### config.mk
export PLATFORM = sky130hd
export DESIGN_NAME = interface_hcsr04
export DESIGN_NICKNAME = d
export VERILOG_FILES = /design/src/rtl/interface_hcsr04_pkg.sv /design/src/rtl/interface_hcsr04_contador_cm_bcd.sv /design/src/rtl/interface_hcsr04.sv
export SDC_FILE = /design/constraint.sdc
export NUM_CORES = 1
export LEC_CHECK = 0
export BUFFER_PORTS_ARGS = -buffer_cell sky130_fd_sc_hd__clkbuf_2
export CAP_MARGIN = 20
export CORE_MARGIN = 2
export CORE_UTILIZATION = 30
export DETAILED_ROUTE_END_ITERATION = 12
export PLACE_DENSITY = 0.42
export REMOVE_ABC_BUFFERS = 1
export SLEW_MARGIN = 10
export SYNTH_ARGS = -nofsm -noshare
export SYNTH_HDL_FRONTEND = slang
export SYNTH_HIERARCHICAL = 1
export SYNTH_SLANG_ARGS = --single-unit
export TNS_END_PERCENT = 50
### constraint.sdc
create_clock -name clock -period 3.3 [get_ports clock]
set_input_delay 0.33 -clock clock [delete_from_list [all_inputs] [get_ports clock]]
set_output_delay 0.33 -clock clock [all_outputs]
set_load 0.05 [all_outputs]
### src/rtl/interface_hcsr04_pkg.sv
// rtl/interface_hcsr04_pkg.sv - shared states, constants and BCD helper for the HC-SR04 interface
package interface_hcsr04_pkg;

    typedef enum logic [3:0] {
        INICIAL       = 4'h0,
        PREPARACAO    = 4'h1,
        ENVIA_TRIGGER = 4'h2,
        ESPERA_ECHO   = 4'h3,
        MEDINDO       = 4'h4,
        ARMAZENA      = 4'h5,
        FINAL         = 4'h6,
        ERRO          = 4'hF
    } estado_t;

    localparam int LARGURA_TRIGGER_PADRAO = 500;
    localparam int CICLOS_CM_PADRAO       = 2941;
    localparam int TIMEOUT_CICLOS_PADRAO  = 1_250_000;

    localparam logic [11:0] BCD_MAX     = 12'h999;
    localparam logic [11:0] ERRO_MEDIDA = 12'hFFF;

    // Decimal increment of a 3-digit BCD value, holding at 999.
    function automatic logic [11:0] bcd_incrementa(input logic [11:0] v);
        logic [11:0] r;
        r = v;
        if (v != BCD_MAX) begin
            if (v[3:0] == 4'd9) begin
                r[3:0] = 4'd0;
                if (v[7:4] == 4'd9) begin
                    r[7:4]  = 4'd0;
                    r[11:8] = v[11:8] + 4'd1;
                end else begin
                    r[7:4] = v[7:4] + 4'd1;
                end
            end else begin
                r[3:0] = v[3:0] + 4'd1;
            end
        end
        return r;
    endfunction

endpackage

### src/rtl/interface_hcsr04_contador_cm_bcd.sv
// rtl/interface_hcsr04_contador_cm_bcd.sv - echo-cycle prescaler feeding a saturating 3-digit BCD cm counter
module contador_cm_bcd
    import interface_hcsr04_pkg::*;
#(
    parameter int CICLOS_CM = CICLOS_CM_PADRAO
) (
    input  logic        clock,
    input  logic        reset,
    input  logic        zera,
    input  logic        conta,
    output logic [11:0] bcd,
    output logic        meia
);

    localparam int CW = $clog2(CICLOS_CM);

    logic [CW-1:0] ciclos;

    always_ff @(posedge clock or posedge reset) begin
        if (reset) begin
            ciclos <= '0;
            bcd    <= 12'h000;
        end else if (zera) begin
            ciclos <= '0;
            bcd    <= 12'h000;
        end else if (conta) begin
            if (ciclos == CW'(CICLOS_CM - 1)) begin
                ciclos <= '0;
                bcd    <= bcd_incrementa(bcd);
            end else begin
                ciclos <= ciclos + CW'(1);
            end
        end
    end

    // Residual of at least half a centimetre rounds the result up.
    assign meia = (ciclos >= CW'(CICLOS_CM / 2));

endmodule

### src/rtl/interface_hcsr04.sv
// rtl/interface_hcsr04.sv - HC-SR04 trigger/echo timer to BCD cm; INTERFACE_HCSR04_TIMEOUT_EN adds echo timeout
module interface_hcsr04
    import interface_hcsr04_pkg::*;
#(
    parameter int CLK_HZ          = 50_000_000,
    parameter int LARGURA_TRIGGER = LARGURA_TRIGGER_PADRAO,
    parameter int CICLOS_CM       = CICLOS_CM_PADRAO,
    parameter int TIMEOUT_CICLOS  = TIMEOUT_CICLOS_PADRAO
) (
    input  logic        clock,
    input  logic        reset,
    input  logic        medir,
    input  logic        echo,
    output logic        trigger,
    output logic [11:0] medida,
    output logic        pronto,
    output logic        erro,
    output logic [3:0]  db_estado
);

    localparam int TW = $clog2(LARGURA_TRIGGER + 1);
    localparam int unused_cfg = CLK_HZ + TIMEOUT_CICLOS;

    estado_t       estado;
    logic [TW-1:0] cnt_trig;
    logic          echo_s1, echo_s2, echo_ant;
    logic          sobe, desce;
    logic [11:0]   bcd;
    logic          meia;

    always_ff @(posedge clock or posedge reset) begin
        if (reset) begin
            echo_s1  <= 1'b0;
            echo_s2  <= 1'b0;
            echo_ant <= 1'b0;
        end else begin
            echo_s1  <= echo;
            echo_s2  <= echo_s1;
            echo_ant <= echo_s2;
        end
    end

    assign sobe  = echo_s2 & ~echo_ant;
    assign desce = ~echo_s2 & echo_ant;

    contador_cm_bcd #(
        .CICLOS_CM(CICLOS_CM)
    ) u_contador (
        .clock (clock),
        .reset (reset),
        .zera  (estado == PREPARACAO),
        .conta (estado == MEDINDO),
        .bcd   (bcd),
        .meia  (meia)
    );

`ifdef INTERFACE_HCSR04_TIMEOUT_EN
    localparam int MW = $clog2(TIMEOUT_CICLOS + 1);
    logic [MW-1:0] cnt_tmo;
    logic          tmo_esgotado;
    assign tmo_esgotado = (cnt_tmo == MW'(TIMEOUT_CICLOS - 1));
`else
    assign erro = 1'b0;
`endif

    always_ff @(posedge clock or posedge reset) begin
        if (reset) begin
            estado   <= INICIAL;
            trigger  <= 1'b0;
            medida   <= 12'h000;
            pronto   <= 1'b0;
            cnt_trig <= '0;
`ifdef INTERFACE_HCSR04_TIMEOUT_EN
            erro     <= 1'b0;
            cnt_tmo  <= '0;
`endif
        end else begin
`ifdef INTERFACE_HCSR04_TIMEOUT_EN
            if (estado == ESPERA_ECHO || estado == MEDINDO)
                cnt_tmo <= cnt_tmo + MW'(1);
`endif
            case (estado)
                INICIAL: begin
                    if (medir)
                        estado <= PREPARACAO;
                end
                PREPARACAO: begin
                    cnt_trig <= '0;
                    trigger  <= 1'b1;
                    estado   <= ENVIA_TRIGGER;
`ifdef INTERFACE_HCSR04_TIMEOUT_EN
                    cnt_tmo  <= '0;
                    erro     <= 1'b0;
`endif
                end
                ENVIA_TRIGGER: begin
                    if (cnt_trig == TW'(LARGURA_TRIGGER - 1)) begin
                        trigger <= 1'b0;
                        estado  <= ESPERA_ECHO;
                    end else begin
                        cnt_trig <= cnt_trig + TW'(1);
                    end
                end
                ESPERA_ECHO, MEDINDO: begin
                    if (estado == ESPERA_ECHO && sobe)
                        estado <= MEDINDO;
                    else if (estado == MEDINDO && desce)
                        estado <= ARMAZENA;
`ifdef INTERFACE_HCSR04_TIMEOUT_EN
                    else if (tmo_esgotado) begin
                        estado <= ERRO;
                        medida <= ERRO_MEDIDA;
                        erro   <= 1'b1;
                        pronto <= 1'b1;
                    end
`endif
                end
                ARMAZENA: begin
                    medida <= meia ? bcd_incrementa(bcd) : bcd;
                    pronto <= 1'b1;
                    estado <= FINAL;
                end
                default: begin
                    // FINAL and ERRO both close the one-cycle pronto pulse.
                    pronto <= 1'b0;
                    estado <= INICIAL;
                end
            endcase
        end
    end

    assign db_estado = estado;

endmodule

======== Word level (Yosys, flattened, before mapping) ========
Index checks and enable logic that the tools add are counted.
storage, ports and cells
  register bits after elaboration ......... 54
  input bits .............................. 4
  output and inout bits ................... 19
  word-level logic and storage cells ...... 68
cells by class
  $add $sub $neg .......................... 5
  order comparisons ....................... 1
  eq/ne operators ......................... 14
  muxes and demuxes ....................... 22
  bitwise operators ....................... 4
  reductions and logical operators ........ 12
operators with widths
  kind                   number
  $mux 12                8
  $mux 4                 7
  $pmux 4 s5             1
  $pmux 9 s2             1
  $add 12x1->12 const B  1
  $add 4x1->4 const B    3
  $eq 12x12->1 const B   1
  $ge 12x11->1 const B   1
  $ne 12x12->1 const B   1
  $add 9x1->9 const B    1
  $eq 9x9->1 const B     1
  $mux 9                 1
  $eq 4x2->1 const B     2
  $eq 4x3->1 const B     2
  $eq 4x4->1 const B     2
  $mux 8                 1
  $ne 2x2->1 const B     3
  $reduce_and 2->1       3
  $reduce_bool 2->1      3
  $reduce_or 5->1        1
  $eq 4x1->1 const B     1
  $logic_not 4->1        1
  $pmux 1 s2             2
  $ne 3x3->1 const B     1
  other kinds (6)        9

======== Logic depth before layout (Yosys ltp) ========
  depth after elaboration ................. 7
  gate-level depth with buffers ........... 10
  depth with buffers taken out ............ 9

======== Cells and area by module ========
The synthesis kept the hierarchy.
by module, submodules not included
  module            instances  cells an instance  area each (µm²)  seq. area each (µm²)
  interface_hcsr04  1          177                1,632.8          725.7
  contador_cm_bcd   1          148                1,453.9          600.6

======== Worst setup path before layout ========
Ideal clock, no wire load.
  path kind ............................... flip-flop to flip-flop
  start ................................... reg estado[1] (netlist: db_estado[1])
  end ..................................... reg u_contador.bcd[2]
  library setup time ...................... 0.078 ns
  data arrival time ....................... 2.267 ns
  required time ........................... 3.222 ns
  path slack .............................. 0.955 ns
  stages on the path, launching flop included .. 8
  buffers on the path ..................... 1
  period minus slack after synthesis ...... 2.345 ns
  cells stage by stage .................... dfrtp_1 buf_2 nand2b_1 nor2_1 and3_1 nand4_4 or4_1 a21oi_1
between the ends
  cells in the longest elaborated chain, start to end .. 3
  elaborated cells on any way between the ends .. 6
  classes of those cells .................. eq/ne (2); mux (1); reduce/logical (3)
RTL lines
  element                                          RTL line                                        RTL
  from (decl)                                      interface_hcsr04.sv:24                          estado_t estado;
  from (signal assigned)                           interface_hcsr04.sv:68                          estado <= INICIAL;
  from (signal assigned)                           interface_hcsr04.sv:85                          estado <= PREPARACAO;
  from (signal assigned)                           interface_hcsr04.sv:90                          estado <= ENVIA_TRIGGER;
  $eq 4x3->1 / $eq 4x1->1 (equally long branches)  interface_hcsr04.sv:52, interface_hcsr04.sv:51
  $reduce_bool 2->1 (no line)                      n/a
  $reduce_and 2->1 (no line)                       n/a
  to (signal assigned)                             interface_hcsr04_contador_cm_bcd.sv:29          bcd <= bcd_incrementa(bcd);
  to (decl)                                        interface_hcsr04_contador_cm_bcd.sv:11          output logic [11:0] bcd,
Several ways; a longest one is shown, not always the timed one.
A chain may end at the register's enable or synchronous reset.

======== Final worst setup path ========
  start ................................... reg estado[1] (netlist: db_estado[1])
  end ..................................... reg u_contador.bcd[9]
Same word-level chain as after synthesis.

==> impl_metrics.json <==
{
  "std_cell_rows": 37,
  "maxCapViolCount": 0,
  "syn_inst": 325,
  "synth_compound_area_share_pct": 14.8,
  "die-area_um2": 11100,
  "io_buffer_count": 20,
  "fill_cells": 1046,
  "fp.dieH_um": 105,
  "synth_common_cells": "dfrtp_1, nor2_1, o21ai_0",
  "first_pass_iters": 4,
  "timing_hold_violations_final": 0,
  "crit_path_start_kind": "flop",
  "cp_max_fo": 19,
  "async_flop_share_pct": 100,
  "cts_sinks": 53,
  "tightestPinTransition_ns": 0.656,
  "num_antenna_cells": 0,
  "die_w_um": 105,
  "dp_hpwl_um": 4490,
  "cts_setup_buffers": 0,
  "required_ns": 3.53,
  "arrival_ns": 2.65,
  "tns_ns": 0,
  "ys_types": 58,
  "grt_max_degree": 30,
  "synth_fa_ha_area_share_pct": 4.86,
  "cts_tree": "done",
  "p_total_w": 0.00114,
  "critical_path_class": "flop to flop",
  "cts_max_path_buffers": 2,
  "vdd_drop_max_mv": 0.162,
  "clkTransAtPathRegs_ns": 0.10,
  "grt_pass1_wl_um": 11100,
  "yosys_register_bits": 53,
  "grtUsageTotal_pct": 12.2,
  "cts-hold-fix-buffers": 0,
  "via_per_inst": 4.84,
  "fin_crit_ns": 2.43,
  "hold_class": "input port to asynchronous set/reset pin",
  "fmax_ghz": 0.412,
  "synth_largest_area_cell": "dfrtp_1",
  "area_growth_pct": 11.5,
  "multi_input_area_um2": 1620,
  "drtIter0Drc": 118,
  "grt_antenna_before_repair": 0,
  "grt_setup_unrepaired": "false",
  "synth_xor_area_share_pct": 5.67,
  "final_nets": 360,
  "ff_latch_area_um2": 1330,
  "worstSetupEndpointType": "flop",
  "detail_route.wl_per_cell_um": 13.2,
  "postPlaceCellArea_um2": 3310,
  "io-pin-count": 23,
  "dp_slack_ns": 0.890,
  "ys_warn_count": 6,
  "finalCritPeriodShare_pct": 73.5,
  "drc": 0,
  "cts_made_buffers": 5,
  "relSlewSlack_pct": 56.0,
  "clock_latency_ns": 0.30,
  "initial_utilization_pct": 30.4,
  "outcome": "finished, final reports clean",
  "root_buffer": "clkbuf_8",
  "synth_top_area_share_pct": 43.0,
  "synth_area_um2": 3090,
  "synth-edff-count": 0,
  "clock-skew-final_ns": 0.00873,
  "syn_avg_cell_area_um2": 9.50,
  "slew_viol_final": 0,
  "seq_area_frac_synth_pct": 43.0,
  "routabilityCongestion": 0.742,
  "synth_mux_area_share_pct": 1.01,
  "grt_pass1_vias": 2277,
  "synth_simple_gate_area_share_pct": 25.6,
  "core_area_um2": 10100,
  "drive_gt1_share_pct": 12.8,
  "final-setup-viol-count": 0,
  "synthTopCellsByArea": "dfrtp_1, ha_1, o21ai_0",
  "timing.final.ws_setup_ns": 0.874,
  "ant_nets": 0,
  "routed-via-count": 2326,
  "synth.most_common_cell": "dfrtp_1",
  "htree_levels": 2,
  "cts_resized": 0,
  "final_cell_area_um2": 3440,
  "grt_overflow": 0,
  "wl_um": 6340,
  "p_per_area_nw_per_um2": 331,
  "synth_top_family_by_area": "simple AND/OR/NAND/NOR gates",
  "yosys_most_used_dff": "dfrtp_1",
  "p_leak_nw": 1.51
}
==> area by class of cell <==
type	instances	share of cell area [%]
Multi-Input combinational cell	242	46.9
Inverter	16	1.75
Timing Repair Buffer	26	4.44
Tap cell	136	4.95
Clock inverter	1	0.873
Clock buffer	7	2.51
Sequential cell	53	38.5
==> sequential cells by signal, indices dropped and copies added, names as in the netlist, 3 cells and up <==
name / count
db_estado: 3
medida: 12
u_contador/bcd: 12
u_contador/ciclos: 12
cnt_trig: 9
==> cells in the final DEF, fill, tap and decap left out, types with 2 or more instances in the layout <==
master     count
a31oi_1        5
nor3_1         3
dfrtp_1       53
or4_1          4
mux2i_1        2
nand2_1       21
a21boi_0       2
nand4b_1       2
nand2b_1       8
xor2_1        11
and3_1         4
clkbuf_8       6
nor3b_1        3
o21a_1         2
and4_1         3
o21ai_0       26
o311ai_0       2
inv_1         16
nand4_4        2
and3b_1        2
clkbuf_2      20
nor2_1        29
o31ai_1        7
buf_4          5
a21oi_1       18
ha_1          12
nand3_1       11
conb_1         2
a2111oi_0      2
xnor2_1        9
and2_1         5
or3_1          5
nand3b_1       6
nand4_1        9
a22o_1         3
==> stage by stage <==
step	hold WS, ns	std cells	utilization, %
finish	0.0463	481	33.9
global route	0.0807	481	33.9
CTS	0.0784	480	33.8
detailed placement	0.335	472	32.6
global placement	0.335	472	32.6
floorplan	0.331	311	-
==> final timing paths <==
kind	to	cells after the start	slack [ns]	from
min in group clock	echo_s1	1	0.12	echo
worst max-delay path	u_contador/bcd[9]	7	0.87	db_estado[1]
max in group asynchronous	u_contador/ciclos[6]	3	2.79	reset
worst min register to register	echo_s2	0	0.36	echo_s1
worst max register to register	u_contador/bcd[9]	7	0.87	db_estado[1]
worst min-delay path	u_contador/ciclos[3]	2	0.05	reset
==> report_power, final <==
part           switching [W]  internal, W  total [W]  leakage (nW)
Sequential       0.000000788     0.000651   0.000652         0.714
Combinational      0.0000195   0.00000448  0.0000239         0.742
Clock               0.000214     0.000248   0.000462        0.0585
==> per-layer routing <==
metal | GRT usage (%) | part of all wire, % | vias up
li1 | - | - | 1199
met1 | 17.2 | 51 | 1093
met2 | 19.1 | 45 | 28
met3 | 2.29 | 2.8 | 6
met4 | 3.14 | 1.1 | 0
met5 | 0 | 0 | -
==> cells by family (layout without fill, tap and decap cells) <==
family,count (synthesis),in the layout
DFF,53,53
muxes,3,3
adders and majority gates,12,12
and+or+nand+nor,131,131
buffers and inverters,31,50
xor gates and xnor gates,20,20
AOI/OAI and AO/OA,74,74
other,1,2
==> critical path, stage by stage, from the launching register on <==
cell      delay [ns]
dfrtp_1         0.60
nand2b_1        0.30
nor2_1          0.12
buf_4           0.18
and4b_1         0.25
nand3_1         0.23
or3_2           0.47
a21oi_1         0.18
(Power assumes the default switching activity.)
